File: src/rtl/dff_arb_pkg.sv
// Shared types and constants for the DFF bank arbiter.
// Holds the FSM state encoding, the settle counter width and a clog2 helper.
package dff_arb_pkg;

  typedef enum logic [1:0] {
    IDLE   = 2'd0,
    GRANT  = 2'd1,
    SETTLE = 2'd2
  } arb_state_t;

  localparam int SETTLE_CNT_W = 4;

  function automatic int clog2(input int n);
    int r;
    r = 0;
    while ((1 << r) < n) r++;
    return r;
  endfunction

endpackage

File: src/rtl/dff_bank_arbiter_rr_picker.sv
// Combinational round-robin picker: first set request at or above pointer,
// wrapping modulo N.
module rr_picker
  import dff_arb_pkg::*;
#(
  parameter int N  = 4,
  parameter int PW = clog2(N)
) (
  input  logic [N-1:0]  req,
  input  logic [PW-1:0] pointer,
  output logic [PW-1:0] winner,
  output logic          valid
);

  logic [N-1:0]  rot;
  logic [PW-1:0] off;
  logic [PW:0]   sum;

  always_comb begin
    // Rotate so bit 0 is the requester at the pointer, then find the lowest set bit.
    rot = N'({req, req} >> pointer);
    off = '0;
    for (int i = N - 1; i >= 0; i--) begin
      if (rot[i]) off = PW'(i);
    end
    sum = {1'b0, pointer} + {1'b0, off};
    if (sum >= (PW + 1)'(N)) sum = sum - (PW + 1)'(N);
    winner = sum[PW-1:0];
    valid  = |req;
  end

endmodule

File: src/rtl/dff_bank_arbiter.sv
// Round-robin arbiter and write sequencer for one shared WIDTH-bit register.
// Optional DFF_ARB_LOCK_EN adds a lock port that lets the owner re-grant after settle.
module dff_bank_arbiter
  import dff_arb_pkg::*;
#(
  parameter int N             = 4,
  parameter int WIDTH         = 8,
  parameter int SETTLE_CYCLES = 2
) (
  input  logic                  clk,
  input  logic                  reset,
  input  logic [N-1:0]          req,
  input  logic [N*WIDTH-1:0]    wdata,
`ifdef DFF_ARB_LOCK_EN
  input  logic [N-1:0]          lock,
`endif
  output logic [N-1:0]          gnt,
  output logic [WIDTH-1:0]      q,
  output logic                  upd,
  output logic [clog2(N)-1:0]   owner,
  output logic                  busy
);

  localparam int OW = clog2(N);
  localparam logic [SETTLE_CNT_W-1:0] SETTLE_LAST =
    SETTLE_CNT_W'((SETTLE_CYCLES > 0) ? SETTLE_CYCLES - 1 : 0);
  localparam logic [OW-1:0] LAST_IDX = OW'(N - 1);

  arb_state_t              state, state_nxt;
  logic [OW-1:0]           ptr, ptr_nxt, owner_nxt, win;
  logic                    win_vld;
  logic [SETTLE_CNT_W-1:0] cnt, cnt_nxt;
  logic [N-1:0]            gnt_nxt;
  logic                    wr_en;
  logic [WIDTH-1:0]        lane [N];

  for (genvar i = 0; i < N; i++) begin : g_lane
    assign lane[i] = wdata[i*WIDTH +: WIDTH];
  end

  rr_picker #(.N(N)) u_picker (
    .req     (req),
    .pointer (ptr),
    .winner  (win),
    .valid   (win_vld)
  );

  always_comb begin
    state_nxt = state;
    ptr_nxt   = ptr;
    owner_nxt = owner;
    cnt_nxt   = cnt;
    gnt_nxt   = '0;
    wr_en     = 1'b0;
    unique case (state)
      IDLE: begin
        if (win_vld) begin
          gnt_nxt   = N'(1) << win;
          owner_nxt = win;
          state_nxt = GRANT;
        end
      end
      GRANT: begin
        // A requester that dropped req during its grant forfeits the write.
        wr_en     = req[owner];
        ptr_nxt   = (owner == LAST_IDX) ? '0 : owner + 1'b1;
        cnt_nxt   = '0;
        state_nxt = (SETTLE_CYCLES > 0) ? SETTLE : IDLE;
      end
      SETTLE: begin
        if (cnt == SETTLE_LAST) begin
          state_nxt = IDLE;
`ifdef DFF_ARB_LOCK_EN
          if (lock[owner] && req[owner]) begin
            state_nxt = GRANT;
            gnt_nxt   = N'(1) << owner;
          end
`endif
        end else begin
          cnt_nxt = cnt + 1'b1;
        end
      end
      default: state_nxt = IDLE;
    endcase
  end

  always_ff @(posedge clk) begin
    if (!reset) begin
      state <= IDLE;
      ptr   <= '0;
      owner <= '0;
      cnt   <= '0;
      gnt   <= '0;
      upd   <= 1'b0;
      busy  <= 1'b0;
      q     <= '0;
    end else begin
      state <= state_nxt;
      ptr   <= ptr_nxt;
      owner <= owner_nxt;
      cnt   <= cnt_nxt;
      gnt   <= gnt_nxt;
      upd   <= wr_en;
      busy  <= (state_nxt != IDLE);
      if (wr_en) q <= lane[owner];
    end
  end

endmodule

File: config.mk
export PLATFORM = sky130hd
export DESIGN_NAME = dff_bank_arbiter
export DESIGN_NICKNAME = d
export VERILOG_FILES = /design/src/rtl/dff_arb_pkg.sv /design/src/rtl/dff_bank_arbiter_rr_picker.sv /design/src/rtl/dff_bank_arbiter.sv
export SDC_FILE = /design/constraint.sdc
export NUM_CORES = 1
export LEC_CHECK = 0
export CAP_MARGIN = 20
export CORE_MARGIN = 5
export CORE_UTILIZATION = 43
export DETAILED_ROUTE_END_ITERATION = 12
export HOLD_SLACK_MARGIN = 0.15
export PLACE_DENSITY_LB_ADDON = 0.25
export SKIP_LAST_GASP = 1
export SYNTH_ARGS = -nofsm -noshare
export SYNTH_HDL_FRONTEND = slang
export SYNTH_SLANG_ARGS = --single-unit
File: constraint.sdc
create_clock -name clk -period 2.45 [get_ports clk]
set_input_delay 0.49 -clock clk [delete_from_list [all_inputs] [get_ports clk]]
set_output_delay 0.49 -clock clk [all_outputs]
set_load 0.01 [all_outputs]
; Word level (Yosys, flattened, before mapping)
; Cells that the tools add are included.
[op_classes]
n_addsub = 4
order_cmp = 3
eq_ne = 5
shift = 2
n_mux = 17
bitwise = 1
n_reduce_logical = 7
[ops]
columns = cell, n
row1 = 8-bit binary-select mux with 2-bit select, 1
row2 = 2-bit 2-to-1 mux, 8
row3 = 8-bit 2-to-1 mux, 2
row4 = 4-bit case mux with 2 select lines, 1
row5 = 8-bit by 2-bit >> shifter with 4-bit output, 1
row6 = 3-bit >= comparator (second input constant), 2
row7 = 2-bit case mux with 3 select lines, 1
row8 = 4-bit by 1-bit adder with 4-bit output (second input constant), 1
row9 = 2-bit == test (second input constant), 2
row10 = 4-bit by 1-bit == test with 1-bit output (second input constant), 1
row11 = 4-bit 2-to-1 mux, 1
row12 = 2-bit AND reduction, 2
row13 = 2-bit nonzero test, 2
row14 = 4-bit OR reduction, 1
row15 = 1-bit by 2-bit << shifter with 4-bit output (first input constant), 1
row16 = 2-bit by 2-bit adder with 3-bit output, 1
row17 = 2-bit by 3-bit less-than comparator with 1-bit output (second input constant), 1
row18 = 2-bit NOT with 3-bit output, 1
row19 = 3-bit AND reduction, 1
row20 = 2-bit by 1-bit adder with 2-bit output (second input constant), 1
row21 = 1-bit binary-select mux with 2-bit select, 1
row22 = 2-bit by 1-bit == test with 1-bit output (second input constant), 1
row23 = 2-bit logical NOT, 1
row24 = 1-bit 2-to-1 mux, 2
row25 = other kinds (2), 2
[totals]
reg_bits = 24
in_bits = 38
out_inout_bits = 16
elab_cells = 47

; Longest topological paths before layout
; Gate-level depths: netlist (run 1).
[depth]
ltp_word = 9
depth_mapped = 9
mapped_depth_nobuf = 8

; By module
; From an unflattened synthesis (run 1), not the netlist that was laid out.
[hier_totals]
hier_cells = 130
area_unflattened_um2 = 1380.1
[by_module_without_submodules]
columns = module, n_inst, cells_each, area_each_um2, seq_area_each_um2
row1 = dff_bank_arbiter, 1, 103, 1201.2, 480.5
row2 = rr_picker, 1, 27, 178.9, 0.0

; Worst setup path before layout (run 1)
; OpenSTA, ideal clock, no wires.
[synth_timing]
path_kind = in2reg
from = input req[0]
to = register gnt[0]
setup_ns = 0.073
t_arrival_ns = 1.797
t_required_ns = 2.377
path_slack_ns = 0.581
stages = 9
path_buffers = 1
cell_sequence = buf_4 nor2_1 nor3_1 a21oi_1 o21ai_0 ha_1 xnor2_1 xnor2_1 nor3b_2
[synth_between]
elab_chain_cells = 9
word_cells_on_any_way = 12
classes_between = add/sub: 2 / order compare: 1 / shift: 2 / mux: 5 / reduce/logical: 2
[synth_rtl]
columns = item, line
row1 = from (decl), dff_bank_arbiter.sv:12  ; input logic [N-1:0] req,
row2 = 8-bit by 2-bit >> shifter with 4-bit output, dff_bank_arbiter_rr_picker.sv:21  ; rot = N'({req, req} >> pointer);
row3 = 2-bit 2-to-1 mux (4 in series), dff_bank_arbiter_rr_picker.sv:24  ; if (rot[i]) off = PW'(i);
row4 = 2-bit by 2-bit adder with 3-bit output, dff_bank_arbiter_rr_picker.sv:26  ; sum = {1'b0, pointer} + {1'b0, off};
row5 = 3-bit >= comparator / 2-bit by 1-bit subtractor with 2-bit output (equally long branches), dff_bank_arbiter_rr_picker.sv:27  ; if (sum >= (PW + 1)'(N)) sum = sum - (PW + 1)'(N);
row6 = 2-bit 2-to-1 mux, dff_bank_arbiter_rr_picker.sv:27
row7 = 1-bit by 2-bit << shifter with 4-bit output, dff_bank_arbiter.sv:58  ; gnt_nxt = N'(1) << win;
row8 = to (signal assigned), dff_bank_arbiter.sv:102  ; gnt <= gnt_nxt;
row9 = to (decl), dff_bank_arbiter.sv:17  ; output logic [N-1:0] gnt,
; Parallel ways exist; a longest one is shown, timed or not.
; A chain may end at the register's enable or synchronous reset.

; Final worst setup path (run 1)
[layout_timing]
from = input req[2]
to = register gnt[0]
; Same word-level chain as after synthesis.

==> results of run 1 <==
==> stage by stage <==
step	power (mW)	instance area, um2
final	1.18	1930
after global routing	1.26	1930
after CTS	1.20	1930
after detailed placement	0.912	1880
after global placement	0.899	1880
after floorplan	0.740	1330
==> placed cells by master, fill, tap and decap left out, types with 4 or more instances in the layout <==
| master | n |
|---|---|
| buf_4 | 4 |
| nor2b_1 | 14 |
| mux4_2 | 9 |
| nand2b_1 | 4 |
| dfxtp_1 | 24 |
| nand2_1 | 6 |
| a21oi_1 | 4 |
| mux2i_1 | 11 |
| ha_1 | 4 |
| clkdlybuf4s50_1 | 53 |
| nor2_1 | 12 |
==> power breakdown <==
| part | total [mW] | leakage (nW) | switching (mW) | internal (mW) |
|---|---|---|---|---|
| sequential | 0.476 | 0.196 | 0.0431 | 0.433 |
| combinational | 0.422 | 0.527 | 0.170 | 0.252 |
| clock | 0.286 | 0.0279 | 0.120 | 0.165 |
==> synthesized netlist by cell type, drive strengths merged, types with 2 or more instances <==
cell	count	share of area [%]
mux2i	11	8.3
dfxtp	24	36
nand2	7	3.2
nand2b	4	1.9
xor2	2	1.3
inv	3	0.85
nand3	2	0.75
ha	4	3.8
a21oi	4	1.5
o21ai	2	0.75
xnor2	2	1.3
o32ai	2	1.9
mux4	9	15
nor2	13	3.9
nor2b	14	6.6
nor3	3	1.1
buf	6	3.5
==> critical path: stages <==
cell and delay, ps:
clkdlybuf4s50_1 560, nor2_1 250, nor3_1 80, a21oi_1 130, o21ai_0 90, ha_1 190, xnor2_1 140, xnor2_1 340
nor3b_2 220
==> final timing paths <==
| path | from | end | slack [ps] | cells after the start |
|---|---|---|---|---|
| max | req[2] | gnt[0]$_SDFF_PP0_ | 210 | 9 |
| min | q[3]$_SDFFE_PN0P_ | q[3]$_SDFFE_PN0P_ | 540 | 2 |
| max reg2reg | ptr[0]$_SDFFE_PN0P_ | gnt[0]$_SDFF_PP0_ | 430 | 7 |
| min reg2reg | q[3]$_SDFFE_PN0P_ | q[3]$_SDFFE_PN0P_ | 540 | 2 |
==> cell type report <==
type                    count  area (um2)  share of cell area (%)
multi-input cells          91         787                    40.7
repair buffers             57         561                    29.0
flip-flops and latches     24         480                    24.9
well taps                  33        41.3                    2.14
clock inverters             1        30.0                    1.55
clock buffers               3        22.5                    1.17
inverters                   3        11.3                   0.583
==> layer usage <==
metal	routed length, um	up-vias	share of wire (%)
li1	-	553	-
met1	1250	536	40
met2	1690	31	54
met3	186	2	5.9
met4	10	0	0.32
met5	0	-	0
==> kinds of logic (layout without fill, tap and decap cells) <==
| kind of cell | after synthesis | count (layout) | synth area share (%) |
|---|---|---|---|
| multiplexers | 20 | 20 | 23.5 |
| XOR/XNOR | 4 | 4 | 2.63 |
| flip-flops | 24 | 24 | 36.1 |
| AND/OR/NAND/NOR | 49 | 49 | 20.9 |
| AO/OA/AOI/OAI | 14 | 14 | 8.37 |
| adder cells (fa/ha/maj) | 4 | 4 | 3.76 |
| buffers and inverters | 10 | 64 | 4.70 |
==> registers in the layout (all words and copies together) (netlist names) <==
| register | cells |
|---|---|
| gnt | 4 |
| upd | 1 |
| ptr | 2 |
| owner | 2 |
| cnt | 4 |
| busy | 1 |
| state | 2 |
| q | 8 |
==> impl_metrics.py, run 1 <==
metrics = {
    "synthesis": {
        "syn-mean-instance-area_um2": 10.6,
        "synth_edf_count": 0,
        "syn-num-nets": 167,
        "ys_seq_elements": 24,
        "yosysUniqueCellTypes": 37,
        "ys_warn_count": 0,
        "ys_seq_area_share_pct": 36.1,
        "synth_ff_type": "dfxtp_1",
        "synthesis.area_um2": 1330,
        "synth_cells": 125,
        "async_flop_share_pct": 0,
    },
    "sta": {
        "final.setup.tns_ps": 0,
        "setup_ws_ps": 209,
        "min_period_ps": 2240,
        "finalSetupViolCount": 0,
        "hold_viol": 0,
        "rsz0062_at_grt": "false",
        "worstMarginPinSlew_ps": 607,
        "slew_headroom_pct": 59.4,
        "timing.fmax_mhz": 446,
        "slew_viol_final": 0,
        "whs_ps": 537,
        "fin_worst_skew_ps": 6.20,
        "fin_crit_sh_pct": 91.5,
    },
    "grt": {
        "grt_pass1_wl_um": 5020,
        "track_usage_pct": 14.9,
        "overflow": 0,
        "top_usage_layer": "met2",
        "grt_pass1_vias": 1133,
        "grt_max_degree": 21,
        "grt.met3_usage_pct": 4.96,
        "antenna_found_initial": 0,
        "use_met2_pct": 27.2,
        "use_met1_pct": 17.1,
    },
    "outcome": {
        "outcome": "finished, final reports clean",
    },
    "placed_design": {
        "routabilityCongestion": 0.782,
        "dpl_worst_slack_ps": -123,
        "placedCellCount": 208,
        "port-buffer-count": 53,
        "dp_hpwl_um": 2520,
    },
    "clock_network": {
        "cts_root_buf": "clkbuf_4",
        "holdBufCountCts": 0,
        "clk_latency_ps": 320,
        "postCtsSetupRepairBufs": 0,
        "numCtsBuffers": 3,
        "post_cts_resized": 0,
        "cts_tree": "built",
        "cts.clk_slew.worst_paths_ps": 140,
        "cts_buffer_depth": 2,
        "htreeDepth": 1,
        "clock-sinks": 24,
    },
    "power": {
        "p_leak_nw": 0.751,
        "ir_drop_mv": 0.321,
        "powerDensity_nw_per_um2": 613,
    },
    "routing": {
        "drt-total-wl_um": 3130,
        "vias": 1122,
        "remaining_drc_errors": 0,
        "initialDrtViolationCount": 39,
        "firstDrtPassIters": 4,
        "vias_per_cell": 5.29,
        "antenna_left": 0,
        "post_drt_wl_per_cell_um": 14.8,
    },
    "floorplanning": {
        "start_util_pct": 44.3,
        "die-area_um2": 4310,
        "io_pins": 54,
        "die_width_um": 65.6,
        "die_h_um": 65.6,
        "core-area_um2": 3000,
        "num_rows": 20,
    },
    "hold_path": {
        "min_path_type": "reg2reg",
    },
    "critical_path": {
        "arrival_ps": 2500,
        "end_kind": "flop",
        "critPathMaxFanout": 9,
        "startpoint_type": "input pin",
        "worst-setup-path-type": "in2reg",
        "required_ps": 2710,
    },
    "finish": {
        "drive_above_1_share_pct": 12.8,
        "final_nets": 222,
        "final_core_util_pct": 64.4,
        "area_growth_pct": 45.3,
        "diodes": 0,
        "fill_cells": 261,
        "instances_no_fill": 212,
    },
    "job": {
        "max-cap-violations": 0,
    },
}
Power figures use the tool's default switching activity.
==> run 2: changes to the inputs <==
Settings changed: ABC_CLOCK_PERIOD_IN_PS from default to 2450.
==> results of run 2 <==
No change in the layout: final DEF, timing and power equal those of run 1.
==> run 3: changes to the inputs <==
Settings changed: GPL_ROUTABILITY_DRIVEN from default to 0, SETUP_SLACK_MARGIN from default to 0.02.
==> results of run 3 <==
No change in the layout: final DEF, timing and power equal those of run 1.
==> patch: new RTL, settings of run 1 <==
The parameter `WIDTH` goes from 8 to 12.
--- a/src/rtl/dff_bank_arbiter.sv
+++ b/src/rtl/dff_bank_arbiter.sv
@@ -4,7 +4,7 @@
   import dff_arb_pkg::*;
 #(
   parameter int N             = 4,
-  parameter int WIDTH         = 8,
+  parameter int WIDTH         = 12,
   parameter int SETTLE_CYCLES = 2
 ) (
   input  logic                  clk,
Ports: changed (resized q and wdata); port bits go from 54 to 74. The function was not compared with the original's and may differ.
==> patch against run 1 <==
Power up 17%. Combinational power up 22%. Synthesized area up 16%. Routed wire length up 23%. Worst setup slack better by 0.070 ns. Sequential share of layout area down 1.2 points. Die area up 14%. Final area up 22%. Maximum frequency up 3.2%. Sequential cell count up 4. Largest power group unchanged. Highest routed layer unchanged.
==> patch: results (changes against run 1) <==
Outcome -> finished, final reports clean
Vias in the first global route -> 1,456 (+29%)
Total GRT Usage -> 16.04% (+1.1 points)
Grt met2 use -> 28.33% (+1.2 points)
Hold Slack -> 0.5158 ns (-0.02143 ns)
Layout cells sized above 1 -> 10.96% (-1.9 points)
Cells after synthesis -> 147 (+18%)
Clk slew on worst S/H paths -> 0.16 ns (+0.02 ns)
Clock power frac -> 22.5% (-1.6 points)
DR WL met2 -> 1991 µm (+18%)
Worst EP arrival -> 2.44 ns (-0.06 ns)
Setup ws final -> 0.2793 ns (+0.07014 ns)
Vias -> 1,392 (+24%)
Clk_lat worst skew -> 0.34 ns (+0.02 ns)
Global-route wire length before repair -> 6417 µm (+28%)
Top cells by count, synth -> 31 x nor2_1, 28 x dfxtp_1, 14 x mux2i_1
Relative slew slack -> 58.48% (-0.94 points)
Clk. pwr -> 311 µW (+8.7%)
P_sw -> 391.2 µW (+17%)
Met3 routed WL -> 293 µm (+58%)
Gp weighted congestion -> 0.7586 (-2.9%)
Largest regs -> q (12), cnt (4), gnt (4)
Post-Place Worst Slack -> -0.07057 ns (+0.05271 ns)
Iter 0 DRT Violations -> 65 (+67%)
CP startpoint -> req[1]
Pleak -> 0.9644 nW (+28%)
Met1 Use GR -> 18.77% (+1.7 points)
Synth Net Count -> 205 (+23%)
WL final -> 3845 µm (+23%)
WHS Endpoint -> q[5]$_SDFFE_PN0P_
Wire length on met1 -> 1499 µm (+20%)
Nets -> 278 (+25%)
Logic pwr share -> 37.2% (+1.6 points)
-- patch: cell count changes after synthesis, sizes merged, moves of 3 or more --
cell    before  now
dfxtp       24   28
inv          3    7
nand2        7    2
mux2i       11   14
nor2        13   31
nor2b       14    2
mux4         9   13
clkbuf       1    5
-- patch: critical path, cell delays in order --
cell	delay [ns]
clkdlybuf4s50_1	0.53
nor2_1	0.21
nor4_1	0.07
a21oi_1	0.15
o21ai_0	0.11
ha_1	0.20
xnor2_1	0.13
xnor2_1	0.32
nor3b_1	0.24
-- patch: logic make-up after synthesis --
group                    synth area share [%]
flip-flops                              36.25
AO/OA/AOI/OAI                           8.092
adder cells (fa/ha/maj)                 3.236
buffers and inverters                   6.715
multiplexers                            29.45
AND/OR/NAND/NOR                         14.56
XOR/XNOR                                1.699
-- patch: area by class of cell --
type                    instances  area, µm²
clock buffers                   3      22.52
clock inverters                 1      30.03
fillers                       257       1049
inverters                       7      26.28
multi-input cells             101      882.1
flip-flops and latches         28      560.5
well taps                      46      57.56
repair buffers                 79      788.3
